`config.mk`:
```
export PLATFORM = sky130hd
export DESIGN_NAME = divider_arbiter
export DESIGN_NICKNAME = d
export VERILOG_FILES = /design/src/rtl/divider_arbiter_pkg.sv /design/src/rtl/divider_arbiter_rr.sv /design/src/rtl/divider_arbiter.sv
export SDC_FILE = /design/constraint.sdc
export NUM_CORES = 1
export LEC_CHECK = 0
export ABC_AREA = 0
export CAP_MARGIN = 20
export CORE_MARGIN = 2
export CORE_UTILIZATION = 35
export DETAILED_ROUTE_END_ITERATION = 16
export PLACE_DENSITY_LB_ADDON = 0.2
export SLEW_MARGIN = 40
export SYNTH_ARGS = -nofsm -noshare
export SYNTH_HDL_FRONTEND = slang
export SYNTH_SLANG_ARGS = --single-unit
```
`constraint.sdc`:
```
create_clock -name clk -period 11.6 [get_ports clk]
set_clock_uncertainty 0.05 [all_clocks]
set_input_delay 2.32 -clock clk [delete_from_list [all_inputs] [get_ports clk]]
set_output_delay 2.32 -clock clk [all_outputs]
set_load 0.02 [all_outputs]
```
`src/rtl/divider_arbiter_pkg.sv`:
```
// Shared widths, state encoding and constants for the divider arbiter.
package divider_arbiter_pkg;

  localparam int DIVIDEND_W = 8;
  localparam int DIVISOR_W  = 7;
  localparam int CNT_W      = 5;

  localparam logic [DIVIDEND_W-1:0] DIV0_QUOTIENT = 8'hFF;

  typedef enum logic [1:0] {
    IDLE  = 2'd0,
    START = 2'd1,
    RUN   = 2'd2,
    DONE  = 2'd3
  } state_t;

endpackage

```
`src/rtl/divider_arbiter_rr.sv`:
```
// Round-robin arbiter: first request at or above the pointer wins, wrapping.
module rr_arbiter #(
  parameter int NREQ = 4
) (
  input  logic [NREQ-1:0]         req,
  input  logic [$clog2(NREQ)-1:0] ptr,
  output logic [NREQ-1:0]         gnt,
  output logic [$clog2(NREQ)-1:0] idx,
  output logic                    any
);

  localparam int ID_W = $clog2(NREQ);

  // Scan from the pointer upward; the first set request is the winner.
  always_comb begin
    gnt = '0;
    idx = '0;
    any = 1'b0;
    for (int k = 0; k < NREQ; k++) begin
      if (!any && req[(int'(ptr) + k) % NREQ]) begin
        any = 1'b1;
        gnt[(int'(ptr) + k) % NREQ] = 1'b1;
        idx = ID_W'((int'(ptr) + k) % NREQ);
      end
    end
  end

endmodule

```
`src/rtl/divider_arbiter.sv`:
```
// Shares one fixed-latency divider between NREQ requesters: round-robin grant,
// operand capture, start pulse, timed result capture and tagged response.
module divider_arbiter
  import divider_arbiter_pkg::*;
#(
  parameter int NREQ        = 4,
  parameter int DIV_LATENCY = 17
) (
  input  logic                      clk,
  input  logic                      reset,
  input  logic [NREQ-1:0]           req,
  input  logic [DIVIDEND_W*NREQ-1:0] dividendin_bus,
  input  logic [DIVISOR_W*NREQ-1:0]  divisorin_bus,
  output logic [NREQ-1:0]           gnt,
  output logic                      div_start,
  output logic [DIVIDEND_W-1:0]     div_dividendin,
  output logic [DIVISOR_W-1:0]      div_divisorin,
  input  logic [DIVIDEND_W-1:0]     div_quotient,
  input  logic [DIVISOR_W-1:0]      div_remainder,
  output logic                      rsp_valid,
  output logic [$clog2(NREQ)-1:0]   rsp_id,
  output logic [DIVIDEND_W-1:0]     rsp_quotient,
  output logic [DIVISOR_W-1:0]      rsp_remainder,
  output logic                      rsp_err,
  output logic                      busy
);

  localparam int              ID_W     = $clog2(NREQ);
  localparam logic [CNT_W-1:0] CNT_LAST = CNT_W'(DIV_LATENCY);

  state_t                  state_q, state_d;
  logic [ID_W-1:0]         ptr_q, id_q, arb_idx, ptr_next;
  logic [NREQ-1:0]         arb_gnt;
  logic                    arb_any;
  logic [DIVIDEND_W-1:0]   dd_q, sel_dd;
  logic [DIVISOR_W-1:0]    dv_q, sel_dv;
  logic [CNT_W-1:0]        cnt_q;
  logic                    grant_fire, div_zero, run_last;

  rr_arbiter #(.NREQ(NREQ)) u_arb (
    .req (req),
    .ptr (ptr_q),
    .gnt (arb_gnt),
    .idx (arb_idx),
    .any (arb_any)
  );

  assign sel_dd     = dividendin_bus[int'(arb_idx)*DIVIDEND_W +: DIVIDEND_W];
  assign sel_dv     = divisorin_bus[int'(arb_idx)*DIVISOR_W +: DIVISOR_W];
  assign div_zero   = (sel_dv == '0);
  assign grant_fire = (state_q == IDLE) && arb_any;
  assign run_last   = (cnt_q == CNT_LAST);
  assign ptr_next   = (arb_idx == ID_W'(NREQ-1)) ? '0 : arb_idx + 1'b1;

  assign gnt            = (state_q == IDLE) ? arb_gnt : '0;
  assign div_start      = (state_q == START);
  assign rsp_valid      = (state_q == DONE);
  assign busy           = (state_q != IDLE);
  assign div_dividendin = dd_q;
  assign div_divisorin  = dv_q;

  // State register.
  always_ff @(posedge clk or negedge reset) begin
    if (!reset) state_q <= IDLE;
    else        state_q <= state_d;
  end

  // Next-state: zero divisors skip the divider and answer immediately.
  always_comb begin
    state_d = state_q;
    unique case (state_q)
      IDLE:    if (grant_fire) state_d = div_zero ? DONE : START;
      START:   state_d = RUN;
      RUN:     if (run_last) state_d = DONE;
      DONE:    state_d = IDLE;
      default: state_d = IDLE;
    endcase
  end

  // Operand capture at grant, latency counter, and response capture.
  always_ff @(posedge clk or negedge reset) begin
    if (!reset) begin
      ptr_q         <= '0;
      id_q          <= '0;
      dd_q          <= '0;
      dv_q          <= '0;
      cnt_q         <= '0;
      rsp_id        <= '0;
      rsp_quotient  <= '0;
      rsp_remainder <= '0;
      rsp_err       <= 1'b0;
    end else begin
      if (grant_fire) begin
        ptr_q <= ptr_next;
        id_q  <= arb_idx;
        dd_q  <= sel_dd;
        dv_q  <= sel_dv;
        if (div_zero) begin
          rsp_id        <= arb_idx;
          rsp_quotient  <= DIV0_QUOTIENT;
          rsp_remainder <= '0;
          rsp_err       <= 1'b1;
        end
      end
      if (state_q == START) cnt_q <= '0;
      if (state_q == RUN) begin
        cnt_q <= cnt_q + 1'b1;
        if (run_last) begin
          rsp_id        <= id_q;
          rsp_quotient  <= div_quotient;
          rsp_remainder <= div_remainder;
          rsp_err       <= 1'b0;
        end
      end
    end
  end

endmodule
```
==> results.py, run 1 <==
metrics = {
    "run_status": {
        "status": "completed",
    },
    "final_layout": {
        "drive_above_1_share": 0.157,
        "num_antenna_cells": 0,
        "area_growth_pct": 44.7,
        "fin_area_um2": 4490,
        "final_cells": 536,
        "final_util": 0.517,
        "nets": 522,
    },
    "timing": {
        "hold_violations": 0,
        "fin_ws_ns": 4.15,
        "min_period_ns": 7.45,
        "tightest_slew_ns": 0.631,
        "rsz0062_at_grt": "no",
        "slew_headroom": 0.577,
        "fmax_mhz": 134,
        "hold_slack_ns": 0.441,
        "drv_slew": 0,
        "setup_viol": 0,
        "timing.final.crit_share": 0.642,
        "fin_tns_setup_ns": 0,
    },
    "synth": {
        "seq_area_frac_synth": 0.355,
        "synth_fp_nets": 409,
        "yosysTopAreaCell": "dfrtp_1",
        "yosys.area.top_type_share": 0.355,
        "synth_area_per_cell_um2": 9.88,
        "synthCells": 314,
        "synth.most_common_cell": "dfrtp_1",
        "synth_common_cells": "dfrtp_1 (44), nand2_1 (33), nor2_1 (32), o21ai_0 (24)",
        "ys_types": 46,
        "yosys_warnings": 0,
        "ys_ff_latch": 44,
        "synth-main-ff-cell": "dfrtp_1",
        "synth_edf_count": 0,
        "async_reset_ff_frac": 1.00,
        "synthTopCellsByArea": "dfrtp_1 (35%), mux4_2 (10%), ha_1 (5.6%)",
        "syn_area_um2": 3100,
    },
    "floorplanning": {
        "die_h_um": 98.2,
        "num_rows": 34,
        "core_area_um2": 8680,
        "dieArea_um2": 9630,
        "die_x_um": 98.2,
        "io_pins": 121,
        "initial_core_util": 0.358,
    },
    "global_route": {
        "grt_max_degree": 45,
        "grt_pass1_vias": 2892,
        "grt-ovfl-total": 0,
        "grt_pass1_wl_um": 13600,
        "grt_antenna_before_repair": 0,
        "gr-usage-all-layers": 0.170,
    },
    "setup_path": {
        "reg2reg_from": "ptr_q[0]$_DFFE_PN0P_",
        "ff2ff_setup_slack_ns": 6.74,
        "critPathMaxFanout": 15,
        "crit_path_start_kind": "input port",
        "worstRegToRegCells": 10,
        "crit_start": "req[1]",
        "arrival_ns": 5.08,
        "endpoint": "gnt[3]",
        "r2r_end": "rsp_remainder[5]$_DFF_PN0_",
        "critPathCaptureType": "output pin",
        "critPathRequiredTime_ns": 9.23,
        "crit_type": "input port to output pin",
    },
    "cts": {
        "cts_resized": 0,
        "cts_sinks": 44,
        "clk_pin_slew_worst_paths_ns": 0.08,
        "cts_setup_buffers": 0,
        "cts_hold_buffers": 0,
        "tritoncts": "built",
        "clockBufferDepth": 2,
        "htree_levels": 2,
        "root_buffer": "clkbuf_8",
        "cts_made_buffers": 5,
        "clk_latency_ns": 0.29,
    },
    "run": {
        "cap_violations": 0,
    },
    "routing": {
        "drt_first_pass_iters": 4,
        "wire_per_inst_um": 15.5,
        "drt_iter0_drc": 145,
        "viasPerCell": 5.40,
        "routed_wl_um": 8300,
        "antenna_left": 0,
        "vias": 2893,
        "drc": 0,
    },
    "placed_design": {
        "place_inst": 528,
        "place_area_um2": 4370,
        "place_congestion": 0.765,
        "dp_slack_ns": 4.16,
        "dp.final_hpwl_um": 6280,
        "port_buffers": 120,
    },
    "pwr": {
        "pwr-share-seq": 0.229,
        "power_density_nw_per_um2": 274,
        "p_int_mw": 0.696,
        "switchingPower_mw": 0.536,
        "ir_drop_mv": 0.132,
        "finalPower_mw": 1.23,
        "power_frac_clock": 0.100,
        "combPwrFrac": 0.671,
        "p_leak_nw": 1.81,
        "p_sw_frac": 0.435,
    },
    "hold_path": {
        "hp-class": "flop to flop",
    },
}
-- worst min path at each step --
stage,startpoint,endpoint,depth (start not counted)
2_1_floorplan,id_q[0]$_DFFE_PN0P_,rsp_id[0]$_DFF_PN0_,2
3_5_place_dp,div_divisorin[1]$_DFFE_PN0P_,div_divisorin[1]$_DFFE_PN0P_,2
5_1_grt,id_q[1]$_DFFE_PN0P_,id_q[1]$_DFFE_PN0P_,2
4_1_cts,id_q[0]$_DFFE_PN0P_,rsp_id[0]$_DFF_PN0_,2
3_3_place_gp,div_divisorin[6]$_DFFE_PN0P_,div_divisorin[6]$_DFFE_PN0P_,2
6_report,id_q[0]$_DFFE_PN0P_,rsp_id[0]$_DFF_PN0_,2
-- cell usage in the layout (no fill, tap or decap), drive strengths merged, types with 3 or more instances in the layout --
master	n
a211oi	3
nor4b	3
nand3b	5
ha	14
nor2b	4
nand3	11
clkbuf	6
inv	11
a31o	8
nor3	8
o2111ai	4
a22oi	4
mux2i	5
o21ai	25
a21boi	4
clkdlybuf4s50	119
buf	4
nand2	34
a21oi	16
a32oi	4
nor2	32
a221oi	4
mux4	14
mux2	14
dfrtp	44
and3	7
-- per-layer routing --
layer | vias up | part of all wire | GRT usage
met4 | 0 | 0.0072 | 0.0316
li1 | 1381 | - | -
met2 | 110 | 0.49 | 0.296
met3 | 6 | 0.067 | 0.0415
met1 | 1396 | 0.43 | 0.219
met5 | - | 0 | 0
-- worst max-delay path, stage by stage --
cell,delay (ns)
clkdlybuf4s50_1,0.54
mux4_2,0.69
nor2b_2,0.47
a22oi_1,0.13
nor2_1,0.13
a221oi_1,0.07
nor2_1,0.11
clkdlybuf4s50_1,0.61
-- cell type report --
cell class              count  area, µm²
fillers                   796       4190
clock inverters             2       38.8
well taps                 108        135
multi-input cells         241       1860
clock buffers               6       82.6
inverters                  12       45.0
repair buffers            123       1220
flip-flops and latches     44       1100
-- state kept, by name (all words and copies together), names as in the netlist, 2 cells and up --
name            count
ptr_q               2
div_divisorin       7
div_dividendin      8
rsp_quotient        8
cnt_q               5
rsp_id              2
id_q                2
rsp_remainder       7
state_q             2
-- cells by family after synthesis --
kind of cell,after synthesis,synth area share
DFF,44,0.355
and+or+nand+nor,112,0.183
buffers and inverters,29,0.0452
adders and majority gates,14,0.0565
muxes,33,0.169
xor gates and xnor gates,1,0.00282
AOI/OAI and AO/OA,81,0.189
-- power groups by stage --
stage / Combinational (mW) / Clock [mW] / Sequential [mW]
floorplan: 0.506 / 0 / 0.336
global placement: 0.805 / 0 / 0.280
detailed placement: 0.831 / 0 / 0.283
CTS: 0.834 / 0.126 / 0.281
global route: 0.893 / 0.133 / 0.294
finish: 0.826 / 0.124 / 0.282
(Power assumes the default switching activity.)
==> inputs of run 2 (changes only) <==
==> constraint.sdc (replaced) <==
create_clock -name clk -period 7.1 [get_ports clk]
set_clock_uncertainty 0.05 [all_clocks]
set_input_delay 1.42 -clock clk [delete_from_list [all_inputs] [get_ports clk]]
set_output_delay 1.42 -clock clk [all_outputs]
set_load 0.02 [all_outputs]
==> results.py, run 2 (synthesized netlist as in run 1, its figures left out) <==
metrics = {
    "setup_path": {
        "critPathRequiredTime_ns": 5.63,
        "ff2ff_setup_slack_ns": 2.22,
        "critPathMaxFanout": 15,
        "worst_path_largest_cell_delay_ns": 0.70,
        "arrival_ns": 4.17,
        "crit_chain": "clkdlybuf4s50_1 > mux4_2 > nor2b_2 > a22oi_1 > nor2_1 > a221oi_1 > nor2_1 > clkdlybuf4s50_1",
        "critPathCaptureType": "output pin",
        "crit_path_start_kind": "input port",
        "cp_slowest_cell": "mux4_2",
        "worstRegToRegCells": 10,
        "crit_type": "input port to output pin",
    },
    "hold_path": {
        "holdPathStages": 2,
        "hp-class": "flop to flop",
    },
    "final_layout": {
        "drive_above_1_share": 0.157,
        "final_cell_mix": "clkdlybuf4s50_1 (119), dfrtp_1 (43), nand2_1 (33), nor2_1 (32), o21ai_0 (24)",
        "final_cells": 535,
        "multiInputGateArea_um2": 1860,
        "area_growth_pct": 44.1,
        "final_common_cell": "clkdlybuf4s50_1",
        "nets": 521,
        "num_antenna_cells": 0,
        "ff_latch_area_um2": 1100,
        "fillCellCount": 836,
        "final_util": 0.515,
    },
    "cts": {
        "htree_levels": 2,
        "cts_made_buffers": 5,
        "root_buffer": "clkbuf_8",
        "clk_latency_ns": 0.30,
        "clk_pin_slew_worst_paths_ns": 0.08,
        "cts_hold_buffers": 0,
        "tritoncts": "built",
        "cts_setup_buffers": 0,
        "cts_sinks": 44,
        "clockBufferDepth": 2,
        "cts_resized": 0,
    },
    "global_route": {
        "grt_max_degree": 45,
        "grt_pass1_vias": 2916,
        "grt_antenna_before_repair": 0,
        "gr-usage-all-layers": 0.174,
        "grt_pass1_wl_um": 13800,
        "grt-ovfl-total": 0,
    },
    "timing": {
        "fin_tns_setup_ns": 0,
        "setup_viol": 0,
        "tightest_slew_ns": 0.705,
        "rsz0062_at_grt": "no",
        "hold_violations": 0,
        "slew_headroom": 0.527,
        "drv_slew": 0,
        "timing.final.crit_share": 0.795,
        "min_period_ns": 5.64,
        "fmax_mhz": 177,
    },
    "placed_design": {
        "place_congestion": 0.780,
        "dp.final_hpwl_um": 6200,
        "port_buffers": 120,
        "place_inst": 527,
    },
    "routing": {
        "wire_per_inst_um": 15.5,
        "vias": 2890,
        "antenna_left": 0,
        "drc": 0,
        "drt_iter0_drc": 131,
        "drt_first_pass_iters": 4,
        "routed_wl_um": 8300,
        "viasPerCell": 5.40,
    },
    "pwr": {
        "ir_drop_mv": 0.176,
        "p_leak_nw": 1.79,
        "power_density_nw_per_um2": 445,
    },
    "floorplanning": {
        "dieArea_um2": 9630,
        "io_pins": 121,
        "die_h_um": 98.2,
        "num_rows": 34,
        "core_area_um2": 8680,
        "initial_core_util": 0.358,
        "die_x_um": 98.2,
    },
    "run": {
        "cap_violations": 0,
    },
    "run_status": {
        "status": "completed",
    },
}
-- run 2: worst paths after layout --
kind	to	start
setup / recovery	gnt[2]	req[2]
max in group asynchronous	ptr_q[0]$_DFFE_PN0P_	reset
setup reg to reg	rsp_remainder[2]$_DFF_PN0_	ptr_q[0]$_DFFE_PN0P_
min in group asynchronous	rsp_remainder[5]$_DFF_PN0_	reset
hold reg to reg	div_divisorin[1]$_DFFE_PN0P_	div_divisorin[1]$_DFFE_PN0P_
hold / removal	div_divisorin[1]$_DFFE_PN0P_	div_divisorin[1]$_DFFE_PN0P_
-- run 2: layout make-up --
cell class	count	share of cell area
multi-input combinational	241	0.417
timing repair buffer	122	0.271
sequential	44	0.247
tap	108	0.0302
clock buffer	5	0.0154
inverter	12	0.0101
clock inverter	3	0.00952
-- run 2: through the flow --
step | worst slack [ns] | cell area (µm²) | hold WS, ns | power, mW
floorplan | 2.87 | 3100 | 0.394 | 1.38
global placement | 1.57 | 4350 | 0.415 | 1.78
detailed placement | 1.46 | 4360 | 0.423 | 1.81
CTS | 1.21 | 4470 | 0.442 | 2.00
global route | 1.25 | 4470 | 0.474 | 2.14
finish | 1.46 | 4470 | 0.443 | 1.99
-- run 2: per-layer routing --
| metal | part of all wire | vias to the layer above | global-route usage |
|---|---|---|---|
| met4 | 0.011 | 0 | 0.0443 |
| li1 | - | 1381 | - |
| met2 | 0.49 | 114 | 0.293 |
| met5 | 0 | - | 0 |
| met1 | 0.42 | 1383 | 0.222 |
| met3 | 0.080 | 12 | 0.0508 |
-- run 2: worst max-delay path, delay by kind of cell --
family	cells	cell delay, ns
AOI/OAI and AO/OA	2	0.19
buffers and inverters	2	1.12
muxes	1	0.70
and+or+nand+nor	3	0.73
-- run 2: power breakdown --
group | internal [mW] | total [mW] | switching (mW)
logic | 0.646 | 1.34 | 0.691
registers | 0.367 | 0.460 | 0.0932
clock network | 0.104 | 0.193 | 0.0889
total | 1.12 | 1.99 | 0.873
